[src/rtl/keypad_matrix_emulator.sv]
// Emulates a 4x4 keypad: key codes queued through a small FIFO are replayed as
// timed presses and answered on the active-low row lines against the scanner's column drive.
module keypad_matrix_emulator #(
    parameter int HOLD_CYCLES = 1000,
    parameter int GAP_CYCLES  = 1000,
    parameter int FIFO_DEPTH  = 4,
    parameter int CNT_W       = 16
) (
    input  logic                          clk,
    input  logic                          rst,
    input  logic [3:0]                    key_code,
    input  logic                          key_valid,
    output logic                          key_ready,
    input  logic                          flush,
    input  logic [3:0]                    col,
    output logic [3:0]                    row,
    output logic                          busy,
    output logic                          press_active,
    output logic [3:0]                    pressed_key,
    output logic [$clog2(FIFO_DEPTH):0]   fifo_count
);

    localparam int PTR_W  = $clog2(FIFO_DEPTH);
    localparam int CNTF_W = PTR_W + 1;

    typedef enum logic [1:0] {
        ST_IDLE,
        ST_PRESS,
        ST_GAP
    } state_t;

    state_t             state_q, state_d;
    logic [CNT_W-1:0]   cnt_q, cnt_d;
    logic [3:0]         key_q, key_d;
    logic [3:0]         row_q, row_d;

    logic [3:0]         fifo_mem_q [FIFO_DEPTH];
    logic [PTR_W-1:0]   wr_ptr_q, rd_ptr_q;
    logic [CNTF_W-1:0]  count_q;

    logic               fifo_full;
    logic               fifo_empty;
    logic               push;
    logic               pop;

    assign fifo_full  = (count_q == CNTF_W'(FIFO_DEPTH));
    assign fifo_empty = (count_q == '0);
    // Full blocks a push even when a pop happens in the same cycle.
    assign key_ready  = !fifo_full && !flush;
    assign push       = key_valid && key_ready;

    always_ff @(posedge clk) begin
        if (push) begin
            fifo_mem_q[wr_ptr_q] <= key_code;
        end
    end

    always_ff @(posedge clk or posedge rst) begin
        if (rst) begin
            wr_ptr_q <= '0;
            rd_ptr_q <= '0;
            count_q  <= '0;
        end else if (flush) begin
            wr_ptr_q <= '0;
            rd_ptr_q <= '0;
            count_q  <= '0;
        end else begin
            if (push) begin
                wr_ptr_q <= wr_ptr_q + PTR_W'(1);
            end
            if (pop) begin
                rd_ptr_q <= rd_ptr_q + PTR_W'(1);
            end
            case ({push, pop})
                2'b10:   count_q <= count_q + CNTF_W'(1);
                2'b01:   count_q <= count_q - CNTF_W'(1);
                default: count_q <= count_q;
            endcase
        end
    end

    always_comb begin
        state_d = state_q;
        cnt_d   = cnt_q;
        key_d   = key_q;
        pop     = 1'b0;
        case (state_q)
            ST_IDLE: begin
                if (!flush && !fifo_empty) begin
                    pop     = 1'b1;
                    key_d   = fifo_mem_q[rd_ptr_q];
                    cnt_d   = CNT_W'(HOLD_CYCLES - 1);
                    state_d = ST_PRESS;
                end
            end
            ST_PRESS: begin
                // An abort still passes through a full release gap.
                if (flush || cnt_q == '0) begin
                    cnt_d   = CNT_W'(GAP_CYCLES - 1);
                    state_d = ST_GAP;
                end else begin
                    cnt_d = cnt_q - CNT_W'(1);
                end
            end
            ST_GAP: begin
                if (cnt_q == '0) begin
                    state_d = ST_IDLE;
                end else begin
                    cnt_d = cnt_q - CNT_W'(1);
                end
            end
            default: begin
                state_d = ST_IDLE;
                cnt_d   = '0;
            end
        endcase
    end

    // One row bit per matrix row: low only for the pressed key's row while its column is driven.
    genvar gi;
    generate
        for (gi = 0; gi < 4; gi++) begin : g_row
            assign row_d[gi] = !(press_active && !col[key_q[1:0]] && (key_q[3:2] == 2'(gi)));
        end
    endgenerate

    always_ff @(posedge clk or posedge rst) begin
        if (rst) begin
            state_q <= ST_IDLE;
            cnt_q   <= '0;
            key_q   <= '0;
            row_q   <= 4'b1111;
        end else begin
            state_q <= state_d;
            cnt_q   <= cnt_d;
            key_q   <= key_d;
            row_q   <= row_d;
        end
    end

    assign press_active = (state_q == ST_PRESS);
    assign busy         = (state_q != ST_IDLE);
    assign pressed_key  = key_q;
    assign row          = row_q;
    assign fifo_count   = count_q;

endmodule

[config.mk]
export PLATFORM = sky130hd
export DESIGN_NAME = keypad_matrix_emulator
export DESIGN_NICKNAME = d
export VERILOG_FILES = /design/src/rtl/keypad_matrix_emulator.sv
export SDC_FILE = /design/constraint.sdc
export NUM_CORES = 1
export LEC_CHECK = 0
export BUFFER_PORTS_ARGS = -buffer_cell sky130_fd_sc_hd__buf_2
export CAP_MARGIN = 20
export CORE_MARGIN = 4
export CORE_UTILIZATION = 56
export DETAILED_ROUTE_END_ITERATION = 10
export PLACE_DENSITY_LB_ADDON = 0.12
export SLEW_MARGIN = 20
export SYNTH_ARGS = -nofsm -noshare
export SYNTH_HDL_FRONTEND = slang
export SYNTH_SLANG_ARGS = --single-unit
[constraint.sdc]
create_clock -name clk -period 4.3 [get_ports clk]
set_input_delay 0.86 -clock clk [delete_from_list [all_inputs] [get_ports clk]]
set_output_delay 0.86 -clock clk [all_outputs]
set_load 0.02 [all_outputs]
======== Yosys cells after proc, flatten, opt, wreduce, memory -nomap -nowiden ========
Memories as Yosys holds them, arrays and structs flattened. A register that Yosys moved wholly into a read port is not among the register bits.
Cells that the tools add are included.
word-level totals
  register bits ........................... 29
  memory bits (writable) .................. 16
  word-level logic and storage cells ...... 73
  memories kept ........................... 1
operators by class
  add/sub/neg operators ................... 5
  $lt $le $gt $ge ......................... 1
  equal/unequal tests ..................... 12
  muxes and demuxes ....................... 20
  reductions and logical operators ........ 28
memory list
  memory      words  bits a word  read ports  clocked after memory_dff  wr ports  line  text
  fifo_mem_q  4      4            1           1                         1         37    logic [3:0] fifo_mem_q [FIFO_DEPTH];
operator list
  operator                                                              number
  16-bit 2-to-1 mux                                                     3
  16-bit one-hot mux with 3 select lines                                1
  16-bit logical NOT                                                    1
  16-bit by 1-bit subtractor with 16-bit output, second input constant  1
  2-bit 2-to-1 mux                                                      7
  2-bit == test, second input constant                                  4
  1-bit logical AND                                                     8
  1-bit logical NOT                                                     8
  2-bit by 1-bit == test with 1-bit output, second input constant       3
  2-bit inequality test, second input constant                          3
  2-bit one-hot mux with 3 select lines                                 1
  3-bit one-hot mux with 2 select lines                                 1
  2-bit nonzero test                                                    3
  1-bit 2-to-1 mux                                                      5
  2-bit by 1-bit adder with 2-bit output, second input constant         2
  2-bit logical NOT                                                     2
  2-bit AND reduction                                                   2
  3-bit by 1-bit adder with 3-bit output, second input constant         1
  3-bit == test, second input constant                                  1
  3-bit logical NOT                                                     1
  2-bit by 3-bit < comparator with 1-bit output, second input constant  1
  3-bit 2-to-1 mux                                                      1
  3-bit AND reduction                                                   1
  3-bit nonzero test                                                    1
  4 further kinds                                                       4

======== Depth between registers and ports, before layout ========
Gate-level depths: netlist of the first run.
  depth after elaboration ................. 8
  mapped depth ............................ 9

======== Worst setup path after synthesis of the first run ========
OpenSTA, ideal clock, no wires.
  path type ............................... input port to flip-flop
  from .................................... in flush
  to ...................................... reg count_q[2], in the netlist fifo_count[2]
  library setup time ...................... 134 ps
  data arrival time ....................... 2472 ps
  required time ........................... 4166 ps
  path slack .............................. 1694 ps
  stages on the path ...................... 8
  cell sequence ........................... buf_6 > a211oi_2 > clkbuf_1 > nor2_1 > fa_1 > nor3_1 > o21ai_1 > nor3b_2
between the ends
  word-level cells in the longest chain between the ends .. 7
  elaborated cells on any way between the ends .. 11
  classes of those cells .................. 2 x eq/ne; 4 x mux; 5 x reduce/logical
ends and longest elaborated chain
  item                                                                              line    text
  start, declared                                                                   14      input logic flush,
  1-bit logical NOT                                                                 49, 89
  1-bit logical AND                                                                 89      if (!flush && !fifo_empty) begin
  1-bit 2-to-1 mux                                                                  89
  1-bit 2-to-1 mux                                                                  87      case (state_q)
  2-bit by 1-bit == test with 1-bit output / 2-bit == test (equally long branches)  74      case ({push, pop})
  3-bit one-hot mux with 2 select lines                                             74
  3-bit 2-to-1 mux                                                                  63      end else if (flush) begin
  end signal, assigned                                                              75      2'b10: count_q <= count_q + CNTF_W'(1);
  end signal, assigned                                                              76      2'b01: count_q <= count_q - CNTF_W'(1);
  end signal, assigned                                                              77      default: count_q <= count_q;
  end, declared                                                                     39      logic [CNTF_W-1:0] count_q;
Parallel ways exist; a longest one is shown, timed or not.
A chain may end at the register's enable or synchronous reset.

======== Worst setup path after layout of the first run ========
Ends and elaborated chain as after synthesis.

==> flow_metrics.py, run 1 <==
metrics = {
    "finish": {
        "fin_nets": 261,
        "post-route-util_pct": 63.3,
        "stdcell_count": 296,
        "antennaDiodeCount": 0,
        "finalInstanceArea_mm2": 0.00276,
        "area_growth_pct": 9.60,
        "drive_above_1_share_pct": 27.5,
    },
    "worst_setup_path": {
        "cp.required_ps": 4480,
        "cpPeakStageDelay_ps": 720,
        "cp_slowest_cell": "a211oi_2",
        "arrival_ps": 2880,
        "critPathKind": "in -> reg",
        "critical_path.cell_chain": "buf_2, a211oi_2, nor2_1, fa_1, nor3_1, o21ai_1, nor3b_2",
        "cp_top_family": "compound AO/OA/AOI/OAI gates",
        "crit_path_end_kind": "register",
        "worstPathMaxFanout": 16,
        "crit_path_start_kind": "input pin",
        "critPathBufInv": 1,
    },
    "floorplanning": {
        "die_w_um": 75.0,
        "die_area_mm2": 0.00563,
        "die_h_um": 75.0,
        "ios": 26,
        "start_util_pct": 57.8,
        "rows": 24,
        "core_area_mm2": 0.00435,
    },
    "min_path": {
        "min_path_type": "reg -> reg",
    },
    "clock_network": {
        "cts_root_buffer": "clkbuf_8",
        "cts_resized": 0,
        "path_clk_slew_ps": 90,
        "clk_latency_ps": 300,
        "cts_hold_buf": 0,
        "cts_tree": "yes",
        "post_cts_buffers": 0,
        "numCtsBuffers": 5,
        "clkSinkCount": 49,
        "htreeDepth": 2,
        "clk_path_buf_depth": 2,
    },
    "placement": {
        "io_buffer_count": 25,
        "place_ws_ps": 1310,
        "placed_cell_area_mm2": 0.00267,
        "gp_routability_congestion": 0.799,
        "post-place-cells": 288,
        "dp_hpwl_mm": 3.31,
    },
    "sta": {
        "finalCritPeriodShare_pct": 62.8,
        "rsz0062_at_grt": "no",
        "tns_ps": 0,
        "post-route-worst-setup-slack_ps": 1600,
        "fin_worst_skew_ps": 4.65,
        "setup_violations": 0,
        "holdWs_ps": 479,
        "finalCriticalPeriod_ps": 2700,
        "fmax_mhz": 370,
        "tightest_slew_ps": 874,
        "slew_violations": 0,
        "finalHoldViolCount": 0,
        "relSlewSlack_pct": 41.6,
    },
    "global_routing": {
        "overflow": 0,
        "grt_pass1_vias": 1610,
        "grt_pass1_wl_mm": 7.36,
        "grt_use_total_pct": 17.6,
        "grt_max_degree": 22,
        "antenna_found_initial": 0,
    },
    "synth": {
        "synth_cell_type_count": 59,
        "yosysTopAreaCellShare_pct": 28.8,
        "synthesis.nets": 236,
        "synth-edff-count": 16,
        "avgSynthCellArea_um2": 11.5,
        "yosysMostFrequentCell": "dfrtp_1",
        "ys_warn_count": 0,
        "synth_area_mm2": 0.00252,
        "ys_ff_latch": 49,
        "ys_top_cells_by_count": "dfrtp_1, nor2_1, edfxtp_1",
        "ys_seq_area_share_pct": 52.1,
        "yosysTopAreaCell": "dfrtp_1",
        "async_flop_share_pct": 67.3,
        "ys.flop_type": "dfrtp_1",
        "synth_top_cells_by_area": "dfrtp_1, edfxtp_1, mux4_2",
        "synthCells": 218,
    },
    "route": {
        "drtIter0Drc": 126,
        "drc_errors": 0,
        "wirelength_mm": 4.44,
        "ant_nets": 0,
        "dr.pass1.iters": 5,
        "num_vias": 1694,
        "wl_per_cell_um": 15.0,
        "vias_per_cell": 5.72,
    },
    "pwr": {
        "leakage_nw": 1.13,
        "power_density_mw_per_mm2": 557,
        "power_mw": 1.54,
        "ir_worst_vdd_v": 0.000293,
    },
    "flow_run": {
        "cap_violations": 0,
    },
    "run_status": {
        "status": "complete, no violations",
    },
}
==> where the power goes <==
group | switching, mW | total, mW | leakage, nW | internal (mW)
clock network | 0.153 | 0.268 | 0.0407 | 0.115
logic | 0.319 | 0.567 | 0.546 | 0.249
registers | 0.123 | 0.700 | 0.546 | 0.577
==> layout make-up <==
cell class                 count  area, um2
fill                         353       1600
sequential                    49       1310
multi-input combinational    148       1110
timing repair buffer          26        133
clock buffer                   5       68.8
tap                           52       65.1
inverter                      13       48.8
clock inverter                 3       21.3
==> path summary, 6_finish.rpt <==
check	depth (start not counted)	slack [ps]	endpoint	start
setup / recovery	7	1600	fifo_count[2]$_DFFE_PP0P_	flush
hold / removal	1	480	row[2]$_DFF_PP1_	pressed_key[3]$_DFFE_PP0P_
setup reg to reg	7	1730	fifo_count[2]$_DFFE_PP0P_	fifo_count[0]$_DFFE_PP0P_
hold reg to reg	1	480	row[2]$_DFF_PP1_	pressed_key[3]$_DFFE_PP0P_
max in group asynchronous	3	2930	rd_ptr_q[1]$_DFFE_PP0P_	rst
min in group asynchronous	2	680	cnt_q[3]$_DFFE_PP0P_	rst
==> per-layer routing <==
metal  track usage, %  vias up  share of wire, %
li1                 -      839                 -
met1             22.3      818                43
met2             29.0       31                52
met3             4.81        6               3.5
met4             6.52        0               1.5
met5                0        -                 0
==> layout by cell type (no fill, tap or decap), drive strengths merged, types with 3 or more instances in the layout <==
master and count:
xnor2 5, nand2 12, ha 5, clkbuf 5, nor2 26, and3 3, o31ai 4, and2 5
o2111ai 3, buf 26, mux2 6, nor3 9, or3 3, edfxtp 16, or2 3, o211ai 3
inv 14, a21oi 6, o21ai 8, nand4 3, dfstp 4, mux4 5, nand3 5, nor4 4
dfrtp 29, xor2 7
==> state kept, by name, indices dropped and copies added, names as in the netlist <==
name	flops
pressed_key	4
row	4
rd_ptr_q	2
fifo_count	3
cnt_q	16
wr_ptr_q	2
fifo_mem_q	16
state_q	2
==> cell families after synthesis <==
group                    count (synthesis)  share of synthesized area [%]
multiplexers                            11                           7.31
AND/OR/NAND/NOR                         82                           18.6
XOR/XNOR                                12                           4.18
AO/OA/AOI/OAI                           37                           10.7
adder cells (fa/ha/maj)                  6                           3.28
buffers and inverters                   21                           3.78
flip-flops                              49                           52.1
(Power assumes the default switching activity.)
==> run 2: changes to the inputs <==
--- a/config.mk
+++ b/config.mk
@@ -5,6 +5,7 @@
 export SDC_FILE = /design/constraint.sdc
 export NUM_CORES = 1
 export LEC_CHECK = 0
+export ABC_AREA = 1
 export BUFFER_PORTS_ARGS = -buffer_cell sky130_fd_sc_hd__buf_2
 export CAP_MARGIN = 20
 export CORE_MARGIN = 4
==> constraint.sdc (replaced) <==
create_clock -name clk -period 2.75 [get_ports clk]
set_input_delay 0.55 -clock clk [delete_from_list [all_inputs] [get_ports clk]]
set_output_delay 0.55 -clock clk [all_outputs]
set_load 0.02 [all_outputs]
==> flow_metrics.py, run 2 <==
metrics = {
    "run_status": {
        "status": "complete, no violations",
    },
    "sta": {
        "relSlewSlack_pct": 70.0,
        "finalCritPeriodShare_pct": 72.9,
        "holdWs_ps": 318,
        "fin_worst_skew_ps": 3.80,
        "finalCriticalPeriod_ps": 2010,
        "slew_violations": 0,
        "rsz0062_at_grt": "no",
        "tightest_slew_ps": 447,
        "setup_violations": 0,
        "fmax_mhz": 499,
        "tns_ps": 0,
        "finalHoldViolCount": 0,
    },
    "synth": {
        "synth-edff-count": 16,
        "synthCells": 295,
        "ys_top_cells_by_count": "nand2_1, nor2_1, inv_1",
        "yosysTopAreaCell": "dfrtp_1",
        "ys_seq_area_share_pct": 51.7,
        "synth_cell_type_count": 32,
        "ys_ff_latch": 49,
        "synthesis.nets": 313,
        "async_flop_share_pct": 67.3,
        "synth_top_cells_by_area": "dfrtp_1, edfxtp_1, nand2_1",
        "yosysMostFrequentCell": "nand2_1",
        "avgSynthCellArea_um2": 8.61,
        "ys.flop_type": "dfrtp_1",
        "ys_warn_count": 0,
        "synth_area_mm2": 0.00254,
        "yosysTopAreaCellShare_pct": 28.6,
    },
    "placement": {
        "gp_routability_congestion": 0.845,
        "io_buffer_count": 25,
        "post-place-cells": 370,
        "placed_cell_area_mm2": 0.00271,
        "dp_hpwl_mm": 3.57,
    },
    "pwr": {
        "pwr-share-seq_pct": 56.2,
        "swShare_pct": 23.1,
        "p_sw_mw": 0.323,
        "ir_worst_vdd_v": 0.000304,
        "leakage_nw": 1.30,
        "power_density_mw_per_mm2": 495,
        "intPower_mw": 1.07,
        "pwr-share-clk_pct": 36.7,
        "combPwrFrac_pct": 7.2,
    },
    "floorplanning": {
        "start_util_pct": 57.9,
        "rows": 24,
        "die_w_um": 75.3,
        "core_area_mm2": 0.00438,
        "die_area_mm2": 0.00567,
        "die_h_um": 75.3,
        "ios": 26,
    },
    "clock_network": {
        "htreeDepth": 2,
        "cts_tree": "yes",
        "cts_root_buffer": "clkbuf_8",
        "numCtsBuffers": 5,
        "clkSinkCount": 49,
        "clk_latency_ps": 300,
        "post_cts_buffers": 0,
        "clk_path_buf_depth": 2,
        "cts_resized": 0,
        "cts_hold_buf": 0,
        "path_clk_slew_ps": 90,
    },
    "finish": {
        "top_regs": "cnt_q: 16 flops, fifo_mem_q: 16 flops",
        "fin_nets": 343,
        "layout_commonest_cell": "nand2_1",
        "drive_above_1_share_pct": 19.6,
        "layout_common_cells": "nand2_1, nor2_1, inv_1, dfrtp_1, buf_2",
        "stdcell_count": 378,
        "area_growth_pct": 11.2,
        "finalInstanceArea_mm2": 0.00282,
        "antennaDiodeCount": 0,
    },
    "worst_setup_path": {
        "rr_startpoint": "state_q[0]$_DFFE_PP0P_",
        "critPathKind": "reg -> reg",
        "cp.required_ps": 2950,
        "crit_path_start_kind": "register",
        "arrival_ps": 2200,
        "crit_path_end_kind": "register",
        "worstPathMaxFanout": 12,
        "crit_path_start": "state_q[0]$_DFFE_PP0P_",
    },
    "global_routing": {
        "grt_pass1_wl_mm": 8.04,
        "grt_pass1_vias": 1800,
        "overflow": 0,
        "grt_use_total_pct": 18.6,
        "antenna_found_initial": 0,
        "grt_max_degree": 34,
    },
    "route": {
        "drtIter0Drc": 111,
        "ant_nets": 0,
        "wl_per_cell_um": 12.8,
        "vias_per_cell": 5.22,
        "dr.pass1.iters": 4,
        "wirelength_mm": 4.83,
        "drc_errors": 0,
        "num_vias": 1974,
    },
    "min_path": {
        "min_path_type": "in -> async",
    },
    "flow_run": {
        "cap_violations": 0,
    },
}
## run 2: changes by cell type in the layout (fill, tap and decap cells not counted), moves of 6 or more
cell and change:
inv_1 +23, nand2_1 +48, nand3_1 +15, nor2_1 +14, nor2_2 +7, o21ai_0 +15
o21ai_1 +6
## run 2: logic make-up (layout without fill, tap and decap cells)
logic type,count (synthesis),count (layout),synth area share [%]
and+or+nand+nor,149,149,27.5
DFF,49,49,51.7
buffers and inverters,44,75,6.95
AOI/OAI and AO/OA,43,43,9.27
adders and majority gates,6,6,3.25
xor gates and xnor gates,4,4,1.38
## run 2: cell type report
type	count	area (um2)
Tap cell	52	65.1
Clock inverter	3	41.3
Clock buffer	5	68.8
Fill cell	354	1560
Sequential cell	49	1310
Timing Repair Buffer	26	133
Inverter	41	154
Multi-Input combinational cell	202	1050
## run 2: worst paths after layout
path | end | slack (ps) | depth (start not counted)
worst max-delay path | fifo_count[1]$_DFFE_PP0P_ | 740 | 8
worst min-delay path | cnt_q[3]$_DFFE_PP0P_ | 320 | 3
worst max register to register | fifo_count[1]$_DFFE_PP0P_ | 740 | 8
worst min register to register | row[3]$_DFF_PP1_ | 450 | 1
max in group asynchronous | row[1]$_DFF_PP1_ | 2100 | 3
min in group clk | row[3]$_DFF_PP1_ | 450 | 1
## run 2: critical path, stage by stage, from the launching register on
cell and delay (ps):
dfrtp_1 470, nor2_2 230, inv_2 140, nor2_4 290, nand2_2 130, inv_1 90, fa_1 400, nand3_1 90
o21ai_1 60
## run 2: routing by layer
metal  routed length (um)  track usage, %  up-vias  share of wire (%)
met1                 2310            26.2      895                 48
met5                    0               0        -                  0
met4                   74            7.38        0                1.5
met3                  356            4.62        8                7.4
met2                 2080            27.9       54                 43
li1                     -               -     1017                  -
## run 2: power by group through the flow
stage	sequential (mW)	combinational (mW)	clock (mW)
after floorplan	0.806	0.0607	0
after global placement	0.800	0.101	0
after detailed placement	0.800	0.102	0
after CTS	0.785	0.103	0.519
after global routing	0.788	0.116	0.551
final	0.785	0.100	0.512
## run 2: stage by stage
stage / setup WS, ps / power (mW) / util (%)
after floorplan: 787 / 0.867 / -
after global placement: 569 / 0.901 / 61.9
after detailed placement: 519 / 0.902 / 61.9
after CTS: 744 / 1.41 / 64.4
after global routing: 587 / 1.46 / 64.4
final: 745 / 1.40 / 64.4
==> run 3: changes to the inputs <==
==> constraint.sdc (replaced) <==
create_clock -name clk -period 2 [get_ports clk]
set_input_delay 0.4 -clock clk [delete_from_list [all_inputs] [get_ports clk]]
set_output_delay 0.4 -clock clk [all_outputs]
set_load 0.02 [all_outputs]
==> flow_metrics.py, run 3 (synthesized netlist as in run 2, its figures left out) <==
metrics = {
    "run_status": {
        "status": "complete, no violations",
    },
    "clock_network": {
        "cts_tree": "yes",
        "numCtsBuffers": 5,
        "clk_path_buf_depth": 2,
        "clk_latency_ps": 320,
        "clkSinkCount": 49,
        "htreeDepth": 2,
        "cts_hold_buf": 0,
        "path_clk_slew_ps": 100,
        "cts_root_buffer": "clkbuf_8",
    },
    "sta": {
        "rsz0062_at_grt": "no",
        "finalHoldViolCount": 0,
        "fmax_mhz": 537,
        "slew_violations": 0,
        "setup_violations": 0,
        "fin_worst_skew_ps": 12.0,
        "holdWs_ps": 161,
        "relSlewSlack_pct": 70.7,
        "finalCritPeriodShare_pct": 93.2,
        "tns_ps": 0,
        "tightest_slew_ps": 436,
        "finalCriticalPeriod_ps": 1860,
    },
    "route": {
        "wirelength_mm": 4.99,
        "dr.pass1.iters": 4,
        "ant_nets": 0,
        "wl_per_cell_um": 13.0,
        "drtIter0Drc": 124,
        "num_vias": 2031,
        "drc_errors": 0,
        "vias_per_cell": 5.30,
    },
    "finish": {
        "area_growth_pct": 13.3,
        "multi_input_area_mm2": 0.00106,
        "layout_common_cells": "nand2_1, nor2_1, inv_1, dfrtp_1, buf_2",
        "layout_commonest_cell": "nand2_1",
        "final-seq-area_mm2": 0.00131,
        "antennaDiodeCount": 0,
        "fin_nets": 348,
        "fillers": 364,
        "top_regs": "cnt_q: 16 flops, fifo_mem_q: 16 flops",
        "drive_above_1_share_pct": 22.4,
    },
    "global_routing": {
        "grt_pass1_wl_mm": 8.60,
        "grt_pass1_vias": 1945,
        "overflow": 0,
        "met3_usage_pct": 4.35,
        "grt_use_total_pct": 20.0,
        "grt_max_degree": 34,
        "grt-busiest-layer": "met2",
        "use_met2_pct": 30.7,
        "grt_use_met1_pct": 28.0,
        "antenna_found_initial": 0,
    },
    "worst_setup_path": {
        "cp.required_ps": 2210,
        "critical_path.cell_chain": "nand3b_1, nand2_2, nor2_4, nand2_2, inv_1, fa_1, xnor2_2, xor2_1, nand3_1, nand2_1",
        "crit_path_start_kind": "register",
        "worstPathMaxFanout": 6,
        "r2r_slack_ps": 140,
        "crit_path_end_kind": "register",
        "reg2regPathDepth": 10,
        "arrival_ps": 2070,
        "setup.worst_path.end": "fifo_count[2]$_DFFE_PP0P_",
        "cpMostUsedCell": "nand2_2",
        "r2r_end": "fifo_count[2]$_DFFE_PP0P_",
        "critPathKind": "reg -> reg",
        "rr_startpoint": "fifo_count[2]$_DFFE_PP0P_",
        "cp_slowest_cell": "dfrtp_2",
        "crit_path_start": "fifo_count[2]$_DFFE_PP0P_",
        "cpPeakStageDelay_ps": 460,
    },
    "pwr": {
        "ir_worst_vdd_v": 0.000539,
        "power_density_mw_per_mm2": 684,
        "leakage_nw": 1.33,
    },
    "floorplanning": {
        "ios": 26,
        "die_w_um": 75.3,
        "core_area_mm2": 0.00438,
        "start_util_pct": 57.9,
        "rows": 24,
        "die_h_um": 75.3,
        "die_area_mm2": 0.00567,
    },
    "placement": {
        "dp_hpwl_mm": 3.71,
        "gp_routability_congestion": 0.844,
        "io_buffer_count": 25,
    },
    "min_path": {
        "min_path_type": "in -> async",
    },
    "flow_run": {
        "cap_violations": 0,
    },
}
==> run 3: cell types whose count changed in the layout (fill, tap and decap cells not counted), sizes merged <==
| cell | change |
|---|---|
| buf | +5 |
| inv | +2 |
| clkinv | -1 |
| clkinvlp | -1 |
==> run 3: how the worst min path moves through the flow <==
stage                                    start  slack [ps]  cells past startpoint                          to
floorplan                          key_code[0]         500                      0  fifo_mem_q[0][0]$_DFFE_PP_
global placement    pressed_key[2]$_DFFE_PP0P_         440                      1            row[1]$_DFF_PP1_
detailed placement  pressed_key[2]$_DFFE_PP0P_         440                      1            row[1]$_DFF_PP1_
CTS                                        rst         170                      3  pressed_key[1]$_DFFE_PP0P_
global route                               rst         210                      3  pressed_key[1]$_DFFE_PP0P_
finish                                     rst         160                      3      state_q[1]$_DFFE_PP0P_
==> run 3: where the power goes <==
part	internal, mW	switching [mW]	total (mW)
clock network	0.382	0.358	0.739
registers	1.06	0.0189	1.08
logic	0.0529	0.0935	0.146
total	1.50	0.470	1.97
==> run 3: worst max-delay path, delay by kind of cell (launching register included) <==
family	cells	cell delay, ps
AND/OR/NAND/NOR	6	520
buffers and inverters	1	60
adder cells (fa/ha/maj)	1	400
flip-flops	1	460
XOR/XNOR	2	310
==> run 3: what timing repair did <==
action,CTS,global route
gates resized for setup,0,4
setup endpoints to repair,0,1
buffers inserted,0,0
==> run 3: through the flow <==
step | setup slack, ps | utilization (%) | std cells | instance area [um2] | total power, mW
after floorplan | 37.5 | - | 295 | 2540 | 1.19
after global placement | 190 | 62.8 | 375 | 2750 | 1.24
after detailed placement | 125 | 62.8 | 375 | 2750 | 1.24
after CTS | 101 | 65.4 | 383 | 2870 | 1.99
after global routing | 5.56 | 65.6 | 383 | 2880 | 2.05
final | 136 | 65.6 | 383 | 2880 | 1.97
==> run 3: cell type report <==
class / count / share of cell area [%]
flip-flops and latches: 49 / 45.6
well taps: 52 / 2.26
multi-input cells: 202 / 36.8
clock inverters: 3 / 1.65
clock buffers: 5 / 2.39
inverters: 41 / 5.35
repair buffers: 31 / 5.92
==> run 3: metal layers <==
| layer | share of wire [%] | vias to the layer above |
|---|---|---|
| met1 | 47 | 949 |
| met3 | 5.2 | 7 |
| met5 | 0 | - |
| met4 | 1.6 | 0 |
| met2 | 46 | 44 |
| li1 | - | 1031 |
